===== config.mk =====
export PLATFORM = sky130hd
export DESIGN_NAME = lut_neuron_array
export DESIGN_NICKNAME = d
export VERILOG_FILES = /design/src/rtl/lut_neuron_pkg.sv /design/src/rtl/lut_neuron_ram.sv /design/src/rtl/lut_neuron_array.sv
export SDC_FILE = /design/constraint.sdc
export NUM_CORES = 1
export LEC_CHECK = 0
export ABC_AREA = 1
export BUFFER_PORTS_ARGS = -buffer_cell sky130_fd_sc_hd__buf_2
export CORE_UTILIZATION = 35
export CTS_CLUSTER_SIZE = 25
export DETAILED_ROUTE_END_ITERATION = 16
export PLACE_DENSITY = 0.59
export SYNTH_ARGS = -nofsm -noshare
export SYNTH_HDL_FRONTEND = slang
export SYNTH_SLANG_ARGS = --single-unit

===== constraint.sdc =====
create_clock -name clk -period 1.85 [get_ports clk]
set_input_delay 0.4625 -clock clk [delete_from_list [all_inputs] [get_ports clk]]
set_output_delay 0.4625 -clock clk [all_outputs]
set_load 0.01 [all_outputs]

===== src/rtl/lut_neuron_pkg.sv =====
// rtl/lut_neuron_pkg.sv - shared types and helpers for the LUT neuron array
package lut_neuron_pkg;

    typedef enum logic [1:0] {
        RUN   = 2'd0,
        DRAIN = 2'd1,
        LOAD  = 2'd2
    } state_t;

    // A select port is at least one bit wide even for a single neuron.
    function automatic int neuron_sel_w(input int num_neurons);
        return (num_neurons > 1) ? $clog2(num_neurons) : 1;
    endfunction

endpackage


===== src/rtl/lut_neuron_ram.sv =====
// rtl/lut_neuron_ram.sv - per-neuron truth table, sync write / async read (LUT_NEURON_READBACK_EN adds a second read port)
module lut_neuron_ram #(
    parameter int DEPTH = 64,
    parameter int AW    = 6,
    parameter int DW    = 2
) (
    input  logic          clk,
    input  logic          we,
    input  logic [AW-1:0] waddr,
    input  logic [DW-1:0] wdata,
    input  logic [AW-1:0] raddr,
    output logic [DW-1:0] rdata
`ifdef LUT_NEURON_READBACK_EN
    ,
    input  logic [AW-1:0] raddr2,
    output logic [DW-1:0] rdata2
`endif
);

    // Contents survive reset on purpose: weights stay loaded across a pipeline flush.
    (* ram_style = "distributed", rom_style = "distributed" *)
    logic [DW-1:0] mem [DEPTH];

    always_ff @(posedge clk) begin
        if (we) begin
            mem[waddr] <= wdata;
        end
    end

    assign rdata = mem[raddr];

`ifdef LUT_NEURON_READBACK_EN
    assign rdata2 = mem[raddr2];
`endif

endmodule


===== src/rtl/lut_neuron_array.sv =====
// rtl/lut_neuron_array.sv - two-stage pipelined array of runtime-loadable truth-table neurons (LUT_NEURON_READBACK_EN)
module lut_neuron_array
    import lut_neuron_pkg::*;
#(
    parameter int  NUM_NEURONS = 4,
    parameter int  FANIN       = 3,
    parameter int  IN_BITS     = 2,
    parameter int  OUT_BITS    = 2,
    localparam int ADDR_W      = FANIN * IN_BITS,
    localparam int TABLE_DEPTH = 2 ** ADDR_W,
    localparam int SEL_W       = neuron_sel_w(NUM_NEURONS)
) (
    input  logic                            clk,
    input  logic                            rst_n,
    input  logic                            in_valid,
    output logic                            in_ready,
    input  logic [NUM_NEURONS*ADDR_W-1:0]   in_data,
    output logic                            out_valid,
    input  logic                            out_ready,
    output logic [NUM_NEURONS*OUT_BITS-1:0] out_data,
    input  logic                            cfg_start,
    output logic                            cfg_ready,
    input  logic                            cfg_we,
    input  logic [SEL_W-1:0]                cfg_neuron,
    input  logic [ADDR_W-1:0]               cfg_addr,
    input  logic [OUT_BITS-1:0]             cfg_wdata,
    input  logic                            cfg_done
`ifdef LUT_NEURON_READBACK_EN
    ,
    input  logic                            cfg_re,
    output logic [OUT_BITS-1:0]             cfg_rdata,
    output logic                            cfg_rvalid
`endif
);

    state_t state, next_state;

    logic                            s1_valid;
    logic [NUM_NEURONS*ADDR_W-1:0]   s1_data;
    logic [NUM_NEURONS*OUT_BITS-1:0] lut_out;
    logic                            adv;
    logic                            accept;
    logic                            sel_ok;
    logic                            wr_en;

    assign adv       = !out_valid || out_ready;
    assign in_ready  = (state == RUN) && adv;
    assign accept    = in_valid && in_ready;
    assign cfg_ready = (state == LOAD);
    assign sel_ok    = 32'(cfg_neuron) < NUM_NEURONS;
    assign wr_en     = cfg_we && (state == LOAD) && sel_ok;

    always_ff @(posedge clk or negedge rst_n) begin
        if (!rst_n) begin
            state <= LOAD;
        end else begin
            state <= next_state;
        end
    end

    always_comb begin
        next_state = state;
        case (state)
            RUN:     if (cfg_start) next_state = DRAIN;
            DRAIN:   if (!s1_valid && !out_valid) next_state = LOAD;
            LOAD:    if (cfg_done) next_state = RUN;
            default: next_state = LOAD;
        endcase
    end

    // Both stages move in lockstep; a stalled output freezes the whole pipe.
    always_ff @(posedge clk or negedge rst_n) begin
        if (!rst_n) begin
            s1_valid  <= 1'b0;
            s1_data   <= '0;
            out_valid <= 1'b0;
            out_data  <= '0;
        end else if (adv) begin
            s1_valid  <= accept;
            out_valid <= s1_valid;
            if (accept) begin
                s1_data <= in_data;
            end
            if (s1_valid) begin
                out_data <= lut_out;
            end
        end
    end

`ifdef LUT_NEURON_READBACK_EN
    logic [OUT_BITS-1:0] rb_data [NUM_NEURONS];

    always_ff @(posedge clk or negedge rst_n) begin
        if (!rst_n) begin
            cfg_rvalid <= 1'b0;
            cfg_rdata  <= '0;
        end else begin
            cfg_rvalid <= cfg_re;
            cfg_rdata  <= (cfg_re && (state == LOAD) && sel_ok) ? rb_data[cfg_neuron] : '0;
        end
    end
`endif

    for (genvar n = 0; n < NUM_NEURONS; n++) begin : g_neuron
        lut_neuron_ram #(
            .DEPTH (TABLE_DEPTH),
            .AW    (ADDR_W),
            .DW    (OUT_BITS)
        ) u_ram (
            .clk    (clk),
            .we     (wr_en && (cfg_neuron == SEL_W'(n))),
            .waddr  (cfg_addr),
            .wdata  (cfg_wdata),
            .raddr  (s1_data[n*ADDR_W +: ADDR_W]),
            .rdata  (lut_out[n*OUT_BITS +: OUT_BITS])
`ifdef LUT_NEURON_READBACK_EN
            ,
            .raddr2 (cfg_addr),
            .rdata2 (rb_data[n])
`endif
        );
    end

endmodule


Yosys cells after proc, flatten, opt, wreduce, memory -nomap -nowiden
Memory sizes are Yosys's and may differ from the RTL's. A register that Yosys moved wholly into a read port is not among the register bits.
Index checks and enable logic that the tools add are counted.
Widths: inputs -> output; s select.
{"block": "totals", "regBits": 28, "ram_bits": 512, "output_inout_bits": 11, "memories": 4}
{"name": "g_neuron[0].u_ram.mem", "depth": 64, "word_bits": 2, "read_ports": 1, "rd_clocked_by_memory_dff": 1, "write_ports": 1, "line_no": "lut_neuron_ram.sv:22", "rtl": "logic [DW-1:0] mem [DEPTH];"}
{"name": "g_neuron[1].u_ram.mem", "depth": 64, "word_bits": 2, "read_ports": 1, "rd_clocked_by_memory_dff": 1, "write_ports": 1, "line_no": "lut_neuron_ram.sv:22"}
{"name": "g_neuron[2].u_ram.mem", "depth": 64, "word_bits": 2, "read_ports": 1, "rd_clocked_by_memory_dff": 1, "write_ports": 1, "line_no": "lut_neuron_ram.sv:22"}
{"name": "g_neuron[3].u_ram.mem", "depth": 64, "word_bits": 2, "read_ports": 1, "rd_clocked_by_memory_dff": 1, "write_ports": 1, "line_no": "lut_neuron_ram.sv:22"}
{"block": "classes", "n_eq_ne": 8, "mux": 12, "reduce_logical": 20}
{"cell": "$logic_and 1x1->1", "count": 8}
{"cell": "$mux 1", "count": 8}
{"cell": "$eq 2x2->1 const B", "count": 3}
{"cell": "$logic_not 1->1", "count": 6}
{"cell": "$mux 2", "count": 3}
{"cell": "$pmux 2 s3", "count": 1}
{"cell": "$eq 2x1->1 const B", "count": 2}
{"cell": "$logic_not 2->1", "count": 2}
{"cell": "$ne 2x2->1 const B", "count": 2}
{"cell": "$reduce_and 2->1", "count": 2}
{"cell": "$reduce_and 3->1", "count": 1}
{"cell": "$ne 2x1->1 const B", "count": 1}
{"cell": "$logic_or 1x1->1", "count": 1}

Logic depth before layout (Yosys ltp)
{"block": "depth", "word_depth": 5, "depth_mapped": 13, "depth_no_buf": 11}

By module
From an unflattened synthesis, not the netlist that was laid out.
{"block": "hier_totals", "cells_unflattened": 2241, "area_unflattened_um2": 23831.6}
{"mod": "lut_neuron_ram", "n_inst": 4, "cells_each": 518, "area_per_inst_um2": 5574.1}
{"mod": "lut_neuron_array", "n_inst": 1, "cells_each": 169, "area_per_inst_um2": 1535.2}

Worst setup path after synthesis
No wires, ideal clock.
{"block": "synth_timing", "kind": "flip-flop to flip-flop", "from": "register state[1]", "to": "memory g_neuron[0].u_ram.mem[8][0], enable pin", "setup_ns": 0.309, "arrival_ns": 1.454, "slack_ns": 0.087, "stages_incl_launch_ff": 8, "path_buffers": 1, "path_cell_list": "dfstp_2 inv_2 nor2_2 nand2_2 inv_1 nand3_2 buf_1 nor2_1"}
{"block": "synth_via", "elab_chain_len": 5}
{"element": "from (decl)", "line_no": "lut_neuron_array.sv:36", "rtl": "state_t state, next_state;"}
{"element": "from (signal assigned)", "line_no": "lut_neuron_array.sv:57", "rtl": "state <= next_state;"}
{"element": "$eq 2x2->1"}
{"element": "net cfg_ready", "line_no": "lut_neuron_array.sv:22", "rtl": "output logic cfg_ready,"}
{"element": "$logic_and 1x1->1", "line_no": "lut_neuron_array.sv:51", "rtl": "assign wr_en = cfg_we && (state == LOAD) && sel_ok;"}
{"element": "$logic_and 1x1->1", "line_no": "lut_neuron_array.sv:111", "rtl": ".we (wr_en && (cfg_neuron == SEL_W'(n))),"}
{"element": "$mux 1", "line_no": "lut_neuron_ram.sv:25", "rtl": "if (we) begin"}
{"element": "$mux 1 (not written as such)", "line_no": "lut_neuron_ram.sv:26", "rtl": "mem[waddr] <= wdata;"}
{"element": "to (decl)", "line_no": "lut_neuron_ram.sv:22"}
The timed path passes the listed nets, and every way through them passes these cells.

Worst setup path after layout
{"block": "layout_timing", "from": "register state[1]", "to": "memory g_neuron[0].u_ram.mem[54][0], enable pin"}
{"block": "layout_via", "elab_chain_len": 5}
{"element": "$eq 2x2->1", "line_no": "lut_neuron_array.sv:51"}
{"element": "$logic_and 1x1->1", "line_no": "lut_neuron_array.sv:51"}
{"element": "$logic_and 1x1->1", "line_no": "lut_neuron_array.sv:111"}
{"element": "$mux 1", "line_no": "lut_neuron_ram.sv:25"}
{"element": "$mux 1 (not written as such)", "line_no": "lut_neuron_ram.sv:26"}
Every way passes these cells.

==> results list <==
- Run status: complete, but fails checks
- The checks that failed: DRC, setup timing.
- Averaged over all synthesized cells, the footprint is 10.6 um^2.
- Arrival time at the worst endpoint: between 2 and 2.5 ns
- Clock tree sinks: 548
* Slew at the pin with the worst max-slew slack: between 0.6 and 0.7 ns
* Total power density per cell area: 1290 nW/um^2
- Vias in the first global route: ~17000
* Synthesized instance count: about 2200
- Period utilization: 1.03
- Yosys mapped the design onto 21 distinct sky130hd cell types.
- DRC: 4
* Gpl congestion: 1.01
- Of all cell types, the one taking the most synthesized area is sky130_fd_sc_hd__edfxtp_1.
- The die is 261 um wide.
- The first global-routing pass estimated just over 100000 um of wire.
- Setup TNS: -2.06 ns
- TritonCTS built the clock tree.
* Effective utilization at floorplan: 0.355
- Layout cell share with drive strength beyond 1: 0.225
* Average wire length per cell after detail routing: 21.6 um
* Worst slack on hold paths: 0.105 ns
- Synthesized net count: between 2000 and 2500
- Clock buffer depth: 3
* Final cell utilization of the core: 0.435
* Post-route insts no fill: ~3300
- Worst Skew: between 0.01 and 0.015 ns
- Data required, critical path: 2.19 ns
* Capturing element type of the critical path: flip-flop
* Unrepaired setup endpoints after global routing: true
- Number of antenna violations at the first check in global routing: 4
* Total wirelength of the detailed-routed design: between 70000 and 80000 um
* Clock slew at reported path FFs: 0.06 ns
- The cell sitting at the root of the clock tree is a sky130_fd_sc_hd__clkbuf_16.
- Counting flops and latches in the post-synthesis netlist gives 548.
- Remaining antenna violation count: 0
- Violation count after the first detailed-route iteration: 1507
- Min Tclk post-route: 1.91 ns
- After detailed routing, the number of vias per cell comes to a little over 5.
* Layout net count: 2445
- Across every metal layer, demand over resource in global routing totals 0.206.
- Leading cell types in the layout, fill and taps excluded: 681 x sky130_fd_sc_hd__nand2_1, 512 x sky130_fd_sc_hd__edfxtp_1, 464 x sky130_fd_sc_hd__nand3_1
- Setup violations remaining at the end of the flow were counted as 112.
- The analysis attributes to cell leakage a power of 10.3 nW.
- Across all setup checks in the final design, the least slack found is -0.0617 ns.
- Total CTS buffers: between 50 and 60
- The initialized floorplan defines 94 standard-cell rows.
- Number of filler cells placed in the layout: just over 6000
- Upper clock frequency limit: 523 MHz
- From bottom edge to top edge, the die measures 261 um.
- Synth-to-Final Area Change: 22.6%
- DP HPWL: 47700 um
- IR analysis of the VDD net gives a maximum drop of between 0.0006 and 0.0007 V.
- Final hold violation count: 0
- The number of pins exceeding their max-slew limit in the final report came to 0.
- Worst relative slew slack: 0.556
- The H-tree was split into 2 levels.
- The floorplan step defined a die boundary enclosing 67900 um^2.
- OpenSTA, run right after detailed placement, puts the worst setup slack at -0.240 ns.
- Tightest Hold Check Type: input port to flip-flop
- Largest net degree at the start of global routing: 86
- YS warnings: 0
- Of the synthesized area, sequential elements account for 0.695.
- Number of placed I/O pins: 52
- I/O Buffers: 51
- Max Fanout on Critical Path: 16
- Ant diodes: 0
- Detailed Routing Iterations Pass 1: 11
* Largest cells by area after synthesis: sky130_fd_sc_hd__edfxtp_1 66%, sky130_fd_sc_hd__nand2_1 11%, sky130_fd_sc_hd__nand3_1 9.9%
- Most common cell after layout, fill and taps aside: sky130_fd_sc_hd__nand2_1
* Type of the setup path with the least slack: flip-flop to flip-flop
- Startpoint class of the critical path: flip-flop
- Clock latency on the worst-skew pair, taken at its later pin, is 0.62 ns.
- Top cell type's share of synthesized area: 0.657
- Detailed routing inserted a total of 17200 vias.
- Area of the mapped netlist: 23400 um^2
- In this run the standard cell core region covers 66000 um^2.
- The tool flagged a number of max-cap violations equal to 0.
* Post-Place Cells: 3197
* Global route total overflow: 0
## cell families (layout without fill, tap and decap cells)
logic type	count (synthesis)	in the layout	synth area share
flops	548	548	0.695
simple gates	1445	1445	0.263
compound gates	28	28	0.00598
buf+inv	182	429	0.0363
## where the power goes
| group | switching (mW) | total [mW] | internal, mW |
|---|---|---|---|
| clock network | 4.71 | 11.3 | 6.56 |
| logic | 7.78 | 11.6 | 3.85 |
| registers | 0.314 | 14.3 | 13.9 |
## worst paths after layout
path | startpoint | endpoint | slack (ns) | depth (start not counted)
max | state[1] | g_neuron[0].u_ram.mem[54][0] | -0.06 | 8
min in group asynchronous | rst_n | out_data[4] | 0.38 | 3
max in group asynchronous | rst_n | state[1] | 1.19 | 3
max reg2reg | state[1] | g_neuron[0].u_ram.mem[54][0] | -0.06 | 8
min reg2reg | out_data[5] | out_data[5] | 0.48 | 2
min | in_data[18] | s1_data[18] | 0.10 | 3
## metal layers
layer | vias up | part of all wire | GRT usage
met4 | 6 | 0.049 | 0.111
li1 | 7959 | - | -
met1 | 8399 | 0.41 | 0.270
met5 | - | 0.00050 | 0
met3 | 137 | 0.080 | 0.0405
met2 | 687 | 0.46 | 0.323
## metrics by stage
step                total power [mW]  area (um^2)
global placement                25.5        26000
global route                    39.0        28700
floorplan                       21.8        23400
finish                          37.2        28700
CTS                             36.9        27900
detailed placement              25.7        26000
## Yosys cell counts, drive strengths merged
master	count
nand3	466
clkbuf	31
nand2	683
clkinv	8
a21oi	25
nor3	19
o21ai	3
inv	45
dfrtp	35
dfstp	1
edfxtp	512
nor2	277
buf	98
## worst max-delay path, cell delays in order, from the launching register on
cell and delay, ns:
sky130_fd_sc_hd__dfstp_2 0.55, sky130_fd_sc_hd__inv_2 0.05, sky130_fd_sc_hd__nor2_4 0.12, sky130_fd_sc_hd__nand2_4 0.11, sky130_fd_sc_hd__inv_4 0.10, sky130_fd_sc_hd__nand3_4 0.20, sky130_fd_sc_hd__clkbuf_16 0.29, sky130_fd_sc_hd__nor2_2 0.09
sky130_fd_sc_hd__buf_4 0.12
## flip-flops by register name, summed over array words and instances (netlist names)
name	cells
s1_valid	1
state	2
g_neuron.u_ram.mem	512
s1_data	24
out_data	8
out_valid	1
## final cells by class
| cell class | instances | area (um^2) | share of cell area |
|---|---|---|---|
| sequential | 548 | 16300 | 0.567 |
| multi-input combinational | 1473 | 6880 | 0.240 |
| timing repair buffer | 272 | 2460 | 0.0858 |
| clock buffer | 77 | 1520 | 0.0530 |
| tap | 864 | 1080 | 0.0377 |
| clock inverter | 27 | 278 | 0.00967 |
| inverter | 53 | 208 | 0.00723 |
## repair_timing
action	4_1_cts	5_1_grt
resized for setup	29	190
setup endpoints to repair	71	459
endpoints found under the hold margin	36	0
pin swaps	1	2
buffers inserted	1	2
hold buffers	2	0
cloned	0	9
(Power assumes the default switching activity.)
